### config.mk
export PLATFORM = sky130hd
export DESIGN_NAME = pipeline_stall_flush_ctrl
export DESIGN_NICKNAME = d
export VERILOG_FILES = /design/src/rtl/pipeline_pkg.sv /design/src/rtl/program_counter.sv /design/src/rtl/pipeline_stall_flush_ctrl.sv
export SDC_FILE = /design/constraint.sdc
export NUM_CORES = 1
export LEC_CHECK = 0
export ABC_AREA = 1
export ABC_CLOCK_PERIOD_IN_PS = 2100
export CORE_MARGIN = 2
export CORE_UTILIZATION = 49
export DETAILED_ROUTE_END_ITERATION = 7
export GPL_TIMING_DRIVEN = 1
export PLACE_DENSITY = 0.84
export SKIP_CTS_REPAIR_TIMING = 1
export SLEW_MARGIN = 20
export SYNTH_ARGS = -nofsm -noshare
export SYNTH_HDL_FRONTEND = slang
export SYNTH_SLANG_ARGS = --single-unit
export TNS_END_PERCENT = 1
### constraint.sdc
create_clock -name clk -period 2.1 [get_ports clk]
set_clock_uncertainty 0.05 [all_clocks]
set_input_delay 0.42 -clock clk [delete_from_list [all_inputs] [get_ports clk]]
set_output_delay 0.42 -clock clk [all_outputs]
set_load 0.005 [all_outputs]
### src/rtl/pipeline_pkg.sv
// Shared pipeline definitions: default widths, the NOP encoding and the per-edge action codes.
// Imported by program_counter and pipeline_stall_flush_ctrl.
package pipeline_pkg;

    localparam int ADDR_W_DEF  = 8;
    localparam int INSTR_W_DEF = 8;
    localparam int REG_ADDR_W  = 2;

    localparam logic [INSTR_W_DEF-1:0] NOP_INSTR = 8'h00;

    // One of these is chosen per clock edge; later entries win over earlier ones.
    typedef enum logic [1:0] {
        ACT_NORMAL = 2'd0,
        ACT_WAIT   = 2'd1,
        ACT_STALL  = 2'd2,
        ACT_FLUSH  = 2'd3
    } pipe_act_e;

endpackage

### src/rtl/program_counter.sv
// Fetch PC register: redirect load beats hold, hold beats the sequential increment.
// The increment wraps naturally at 2^ADDR_W.
module program_counter
    import pipeline_pkg::*;
#(
    parameter int                ADDR_W   = ADDR_W_DEF,
    parameter logic [ADDR_W-1:0] RESET_PC = '0
) (
    input  logic              clk,
    input  logic              rst,
    input  logic              load_en,
    input  logic [ADDR_W-1:0] load_val,
    input  logic              hold,
    output logic [ADDR_W-1:0] pc,
    output logic [ADDR_W-1:0] pc_plus1
);

    logic [ADDR_W-1:0] r_pc;
    logic [ADDR_W-1:0] w_pc_inc;

    assign w_pc_inc = r_pc + ADDR_W'(1);

    always_ff @(posedge clk or posedge rst) begin
        if (rst) begin
            r_pc <= RESET_PC;
        end else if (load_en) begin
            r_pc <= load_val;
        end else if (!hold) begin
            r_pc <= w_pc_inc;
        end
    end

    assign pc       = r_pc;
    assign pc_plus1 = w_pc_inc;

endmodule

### src/rtl/pipeline_stall_flush_ctrl.sv
// Fetch-side stall/flush control: owns PC and IF/ID, raises ID_EX_Bubble, watches for stuck stalls.
// Optional build macro PIPE_PERF_CNT_EN adds saturating Stall_Count / Flush_Count outputs.
module pipeline_stall_flush_ctrl
    import pipeline_pkg::*;
#(
    parameter int                ADDR_W    = ADDR_W_DEF,
    parameter int                INSTR_W   = INSTR_W_DEF,
    parameter logic [ADDR_W-1:0] RESET_PC  = ADDR_W'(8'h00),
    parameter int                MAX_STALL = 4
) (
    input  logic               clk,
    input  logic               rst,
    input  logic               Stall,
    input  logic               Branch_Taken,
    input  logic [ADDR_W-1:0]  Branch_Target,
    input  logic [INSTR_W-1:0] Instr_In,
    input  logic               Instr_Valid,
    output logic [ADDR_W-1:0]  PC_Out,
    output logic [INSTR_W-1:0] IF_ID_Instr,
    output logic [ADDR_W-1:0]  IF_ID_PC_Plus1,
    output logic               IF_ID_Valid,
    output logic               ID_EX_Bubble,
    output logic               Stall_Timeout
`ifdef PIPE_PERF_CNT_EN
    ,
    output logic [15:0]        Stall_Count,
    output logic [15:0]        Flush_Count
`endif
);

    localparam int                 CNT_W       = $clog2(MAX_STALL + 2);
    localparam logic [CNT_W-1:0]   STALL_LIMIT = CNT_W'(MAX_STALL + 1);
    localparam logic [INSTR_W-1:0] NOP_W       = INSTR_W'(NOP_INSTR);

    pipe_act_e          w_act;
    logic [ADDR_W-1:0]  w_pc;
    logic [ADDR_W-1:0]  w_pc_plus1;
    logic [CNT_W-1:0]   w_stall_cnt_nxt;

    logic [INSTR_W-1:0] r_if_id_instr;
    logic [ADDR_W-1:0]  r_if_id_pc_plus1;
    logic               r_if_id_valid;
    logic [CNT_W-1:0]   r_stall_cnt;
    logic               r_stall_timeout;

    function automatic logic [15:0] sat_inc16(input logic [15:0] val);
        return (val == 16'hFFFF) ? val : val + 16'd1;
    endfunction

    // Branch redirect outranks the load-use stall: the stalled instruction is wrong-path anyway.
    always_comb begin
        w_act = ACT_NORMAL;
        if (Branch_Taken) begin
            w_act = ACT_FLUSH;
        end else if (Stall) begin
            w_act = ACT_STALL;
        end else if (!Instr_Valid) begin
            w_act = ACT_WAIT;
        end
    end

    assign ID_EX_Bubble = Branch_Taken | Stall;

    program_counter #(
        .ADDR_W   (ADDR_W),
        .RESET_PC (RESET_PC)
    ) u_pc (
        .clk      (clk),
        .rst      (rst),
        .load_en  (w_act == ACT_FLUSH),
        .load_val (Branch_Target),
        .hold     ((w_act == ACT_STALL) || (w_act == ACT_WAIT)),
        .pc       (w_pc),
        .pc_plus1 (w_pc_plus1)
    );

    // IF/ID stage register; squash and fetch-wait both load a clean NOP bubble
    always_ff @(posedge clk or posedge rst) begin
        if (rst) begin
            r_if_id_instr    <= NOP_W;
            r_if_id_pc_plus1 <= '0;
            r_if_id_valid    <= 1'b0;
        end else begin
            case (w_act)
                ACT_NORMAL: begin
                    r_if_id_instr    <= Instr_In;
                    r_if_id_pc_plus1 <= w_pc_plus1;
                    r_if_id_valid    <= 1'b1;
                end
                ACT_FLUSH, ACT_WAIT: begin
                    r_if_id_instr    <= NOP_W;
                    r_if_id_pc_plus1 <= '0;
                    r_if_id_valid    <= 1'b0;
                end
                default: begin
                    r_if_id_instr    <= r_if_id_instr;
                    r_if_id_pc_plus1 <= r_if_id_pc_plus1;
                    r_if_id_valid    <= r_if_id_valid;
                end
            endcase
        end
    end

    // Watchdog: the timeout must rise on the same edge the count reaches its limit.
    always_comb begin
        w_stall_cnt_nxt = r_stall_cnt;
        case (w_act)
            ACT_STALL:  w_stall_cnt_nxt = (r_stall_cnt == STALL_LIMIT) ? r_stall_cnt
                                                                       : r_stall_cnt + CNT_W'(1);
            ACT_FLUSH,
            ACT_NORMAL: w_stall_cnt_nxt = '0;
            default:    w_stall_cnt_nxt = r_stall_cnt;
        endcase
    end

    always_ff @(posedge clk or posedge rst) begin
        if (rst) begin
            r_stall_cnt     <= '0;
            r_stall_timeout <= 1'b0;
        end else begin
            r_stall_cnt     <= w_stall_cnt_nxt;
            r_stall_timeout <= r_stall_timeout | (w_stall_cnt_nxt == STALL_LIMIT);
        end
    end

`ifdef PIPE_PERF_CNT_EN
    logic [15:0] r_stall_count;
    logic [15:0] r_flush_count;

    always_ff @(posedge clk or posedge rst) begin
        if (rst) begin
            r_stall_count <= '0;
            r_flush_count <= '0;
        end else begin
            if (w_act == ACT_STALL) r_stall_count <= sat_inc16(r_stall_count);
            if (w_act == ACT_FLUSH) r_flush_count <= sat_inc16(r_flush_count);
        end
    end

    assign Stall_Count = r_stall_count;
    assign Flush_Count = r_flush_count;
`endif

    assign PC_Out         = w_pc;
    assign IF_ID_Instr    = r_if_id_instr;
    assign IF_ID_PC_Plus1 = r_if_id_pc_plus1;
    assign IF_ID_Valid    = r_if_id_valid;
    assign Stall_Timeout  = r_stall_timeout;

endmodule

; Word-level counts from Yosys, hierarchy flattened
; Cells that the tools add are included.
; Widths: inputs -> output; s select.
[classes]
addsub = 2
bitwise = 2
n_reduce_logical = 5
order_cmp = 0
n_mux = 10
n_eq_ne = 6
mul = 0
shift = 0
div = 0
[op_table]
columns = op, n
row1 = $pmux 8 s2, 2
row2 = $mux 8, 2
row3 = $add 8x1->8 const B, 1
row4 = $eq 3x3->1 const B, 2
row5 = $pmux 3 s2, 1
row6 = $eq 2x2->1 const B, 2
row7 = $mux 2, 2
row8 = $reduce_or 2->1, 2
row9 = $add 3x1->3 const B, 1
row10 = $mux 3, 1
row11 = $eq 2x1->1 const B, 1
row12 = $logic_not 2->1, 1
row13 = $ne 2x1->1 const B, 1
row14 = $or 1x1->1, 2
row15 = $pmux 1 s2, 1
row16 = $reduce_bool 2->1, 1
row17 = $logic_or 1x1->1, 1
row18 = $mux 1, 1
[totals]
inputBits = 21
latch_bits = 0
out_inout_bits = 27
register_bits = 29
ramBits = 0
wordCells = 31
memories = 0
romBits = 0

; Longest topological paths before layout
[depth]
word_depth = 8
ltp_mapped = 10
mapped_depth_nobuf = 10

; Hierarchy
; From an unflattened synthesis, not the netlist that was laid out.
[unflattened]
hier_cells = 166
area_unflattened_um2 = 1512.7
[by_module_without_submodules]
columns = mod, instances, seq_area_each_um2, area_each_um2, cells_per_inst
row1 = pipeline_stall_flush_ctrl, 1, 525.5, 959.7, 86
row2 = program_counter, 1, 200.2, 553.0, 80

; Worst setup path after synthesis
; OpenSTA, ideal clock, no wires.
[synth_timing]
kind = input to register
start = input port Instr_Valid
end = register u_pc.r_pc[3], in the netlist u_pc.pc[3]
required_ns = 1.928
arrival_ns = 1.422
path_slack_ns = 0.506
setup_ns = 0.122
path_buffers = 2
stages = 6
path_cell_list = buf_4 o21ai_2 ha_1 buf_2 a21oi_1 a21oi_2
[synth_via]
elab_chain_len = 6
word_cells_on_any_way = 9
cone_classes = eq/ne: 4 / mux: 4 / reduce/logical: 1
[synth_lines]
columns = item, line
row1 = start: declaration, pipeline_stall_flush_ctrl.sv:17  ; input logic Instr_Valid,
row2 = $mux 1 *, pipeline_stall_flush_ctrl.sv:57  ; end else if (!Instr_Valid) begin
row3 = $mux 2 *, pipeline_stall_flush_ctrl.sv:55  ; end else if (Stall) begin
row4 = $mux 2 *, pipeline_stall_flush_ctrl.sv:53  ; if (Branch_Taken) begin
row5 = $eq 2x2->1 / $eq 2x1->1 (equally long branches), pipeline_stall_flush_ctrl.sv:72  ; .hold ((w_act == ACT_STALL) || (w_act == ACT_WAIT)),
row6 = $logic_or 1x1->1, pipeline_stall_flush_ctrl.sv:72
row7 = $ne 2x1->1 (no source line), --
row8 = end signal: assignment, program_counter.sv:27  ; r_pc <= load_val;
row9 = end signal: assignment, program_counter.sv:29  ; r_pc <= w_pc_inc;
row10 = end: declaration, program_counter.sv:18  ; logic [ADDR_W-1:0] r_pc;
; Every way passes the cells marked *; elsewhere a longest branch is shown, timed or not.
; A chain may end at the register's enable or synchronous reset.

; Worst setup path after layout
[layout_timing]
start = input port Branch_Taken
end = output port ID_EX_Bubble
[layout_via]
elab_chain_len = 1
[layout_lines]
columns = item, line
row1 = start: declaration, pipeline_stall_flush_ctrl.sv:14  ; input logic Branch_Taken,
row2 = $or 1x1->1, pipeline_stall_flush_ctrl.sv:62  ; assign ID_EX_Bubble = Branch_Taken | Stall;
row3 = end: declaration, pipeline_stall_flush_ctrl.sv:22  ; output logic ID_EX_Bubble,
; No other way between the ends.

==> flow_summary.ini <==
[cells_and_area]
area_delta_synth_final_pct = 38.71
final_cells = 268
drive_gt1_share_pct = 12.34
diodes = 0
nets = 260
final_util_pct = 69.41

[routing]
drc = 0
viasPerCell = 4.929
dr.pass1.iters = 4
wl_mm = 3.098
drtIter0Drc = 46
vias = 1321
drtAntennaViolNets = 0
post_drt_wl_per_cell_um = 11.56

[critical_path]
path_depth = 4
cp_slowest_cell = clkdlybuf4s50_1
crit_arrival_ns = 1.59
path_max_fanout = 4
cp_cell_sequence = clkdlybuf4s50_1 > nor2_2 > inv_1 > clkdlybuf4s50_1
path_class = input pin to output port
end_kind = output port
worstRegToRegCells = 5
critical_path_required_ns = 1.63
cp-start-kind = input pin
cp_num_buf_inv = 3
cp_top_family = buffers and inverters
max_stage_delay_ns = 0.46
critPathMostFrequentCell = clkdlybuf4s50_1

[clock_tree]
cts-htree-levels = 2
clock_sinks = 29
cts_tree = done
root_buffer = clkbuf_4
clock_latency_ns = 0.32
numCtsBuffers = 5
cts.clk_slew.worst_paths_ns = 0.09
clk_path_buf_depth = 2

[synthesis]
synth_seq_cells = 29
ys.flop_type = dfrtp_1
synth-edff-count = 0
yosysUniqueCellTypes = 25
synth_area_mm2 = 0.001490
postSynthAreaPerCell_um2 = 8.419
ys_seq_area_share_pct = 48.70
syn_nets = 203
ys_async_sr_fraction_pct = 100.0
postSynthCellCount = 177
yosys_warnings = 0

[floorplanning]
initial_core_util_pct = 50.04
die_area_mm2 = 0.003498
fp-row-count = 20
core_mm2 = 0.002978
die_height_um = 59.15
die_w_um = 59.15
ios = 48

[placement]
place_congestion = 0.8077
place.detailed.hpwl_mm = 2.344
portBuffers = 47
place_inst = 260

[pwr]
cellPowerDensity_mw_per_mm2 = 745.1
irDropWorstVdd_uv = 562.9
p_leak_uw = 0.001010

[timing]
final_max_slew_viol_count = 0
hold_viol = 0
rsz0062_at_grt = false
period_needed_ns = 2.059
maxSlewHeadroom_pct = 76.16
setup_viol_count_final = 0
max_freq_ghz = 0.4857
worstMarginPinSlew_ns = 0.3576
finalCritPeriodShare_pct = 98.04
holdWs_ns = 0.3990

[global_route]
gr-usage-all-layers_pct = 19.59
grt_pass1_vias = 1183
grt_pass1_wl_mm = 5.202
grt_max_degree = 30
antenna_found_initial = 0
grt-ovfl-total = 0

[flow_run]
max_cap_violations = 0

[min_path]
min_path_type = input pin to asynchronous set/reset pin

[run_status]
status = complete, no violations
-- tightest hold or removal path, delay by kind of cell --
family / cells / cell delay [ns]
buffers and inverters: 3 / 0.77
-- kinds of logic after synthesis --
kind of cell    share of synthesized area [%]
compound gates                          13.10
simple gates                            25.44
buf+inv                                 8.564
fa+ha+maj                               4.198
flops                                   48.70
-- cell usage in the layout (no fill, tap or decap) --
master	Yosys	routed
nand2_2	2	2
a21oi_2	1	1
dfrtp_1	29	29
inv_2	4	4
nor2_1	15	15
clkbuf_1	0	1
buf_4	1	8
inv_1	16	16
nor2_4	1	1
clkinv_2	0	2
nand3_1	8	8
o21ai_2	1	1
clkdlybuf4s50_1	0	47
a21oi_1	7	7
o21ai_0	1	1
nand2_4	1	1
o21a_1	1	1
or2_1	1	1
nand2_1	56	56
and2_1	1	1
o21ai_1	8	8
a32o_1	9	9
and3_1	1	1
inv_4	1	1
nor2_2	3	3
clkbuf_4	0	5
ha_1	5	5
-- metrics by stage --
stage          setup slack (ns)  instance area (um^2)   TNS [ns]  power (uW)
4_1_cts                 0.04365                  2067          0        1551
3_5_place_dp          -0.008408                  2016  -0.008408        1231
3_3_place_gp            0.01882                  2016          0        1224
2_1_floorplan            0.5065                  1490          0       975.9
6_report                0.04108                  2067          0        1540
5_1_grt                0.001871                  2067          0        1652
-- synth_stat cells (2+ instances only) --
cell      n  share of area [%]
a21oi_1   7                2.4
a32o_1    9                6.0
buf_6     3                2.3
dfrtp_1  29                 49
ha_1      5                4.2
inv_1    16                4.0
inv_2     4                1.0
nand2_1  56                 14
nand2_2   2               0.84
nand3_1   8                2.7
nor2_1   15                3.8
nor2_2    3                1.3
o21ai_1   8                2.7
-- sequential cells by signal, indices dropped and copies added, names as in the netlist --
name / flops
r_stall_cnt: 3
IF_ID_Instr: 8
IF_ID_PC_Plus1: 8
IF_ID_Valid: 1
Stall_Timeout: 1
u_pc.pc: 8
-- routing by layer --
metal	track usage, %	wire (um)
met3	4.803	133
met4	7.468	0
met1	27.71	1551
met2	29.05	1413
met5	0	0
-- area by class of cell --
class                           count  area (um^2)
Multi-Input combinational cell    122        636.9
Sequential cell                    29        725.7
Fill cell                         235        910.9
Tap cell                           33        41.29
Clock buffer                        6        41.29
Timing Repair Buffer               55        530.5
Clock inverter                      2        10.01
Inverter                           21        81.33
-- final timing paths --
kind / startpoint / to / slack (ns)
max: Branch_Taken / ID_EX_Bubble / 0.04
min in group clk: Stall_Timeout$_DFF_PP0_ / Stall_Timeout$_DFF_PP0_ / 0.41
max reg2reg: u_pc.pc[0]$_DFFE_PP0P_ / u_pc.pc[2]$_DFFE_PP0P_ / 0.78
min: rst / IF_ID_Valid$_DFFE_PP0P_ / 0.40
max in group asynchronous: rst / r_stall_cnt[2]$_DFF_PP0_ / 1.33
min reg2reg: Stall_Timeout$_DFF_PP0_ / Stall_Timeout$_DFF_PP0_ / 0.41
-- where the power goes --
group	internal, uW	switching [uW]	total [uW]
registers	635	86.5	721
clock network	127	191	318
logic	271	229	501
total	1030	507	1540
Note: power is estimated with default switching activity, not from simulation.
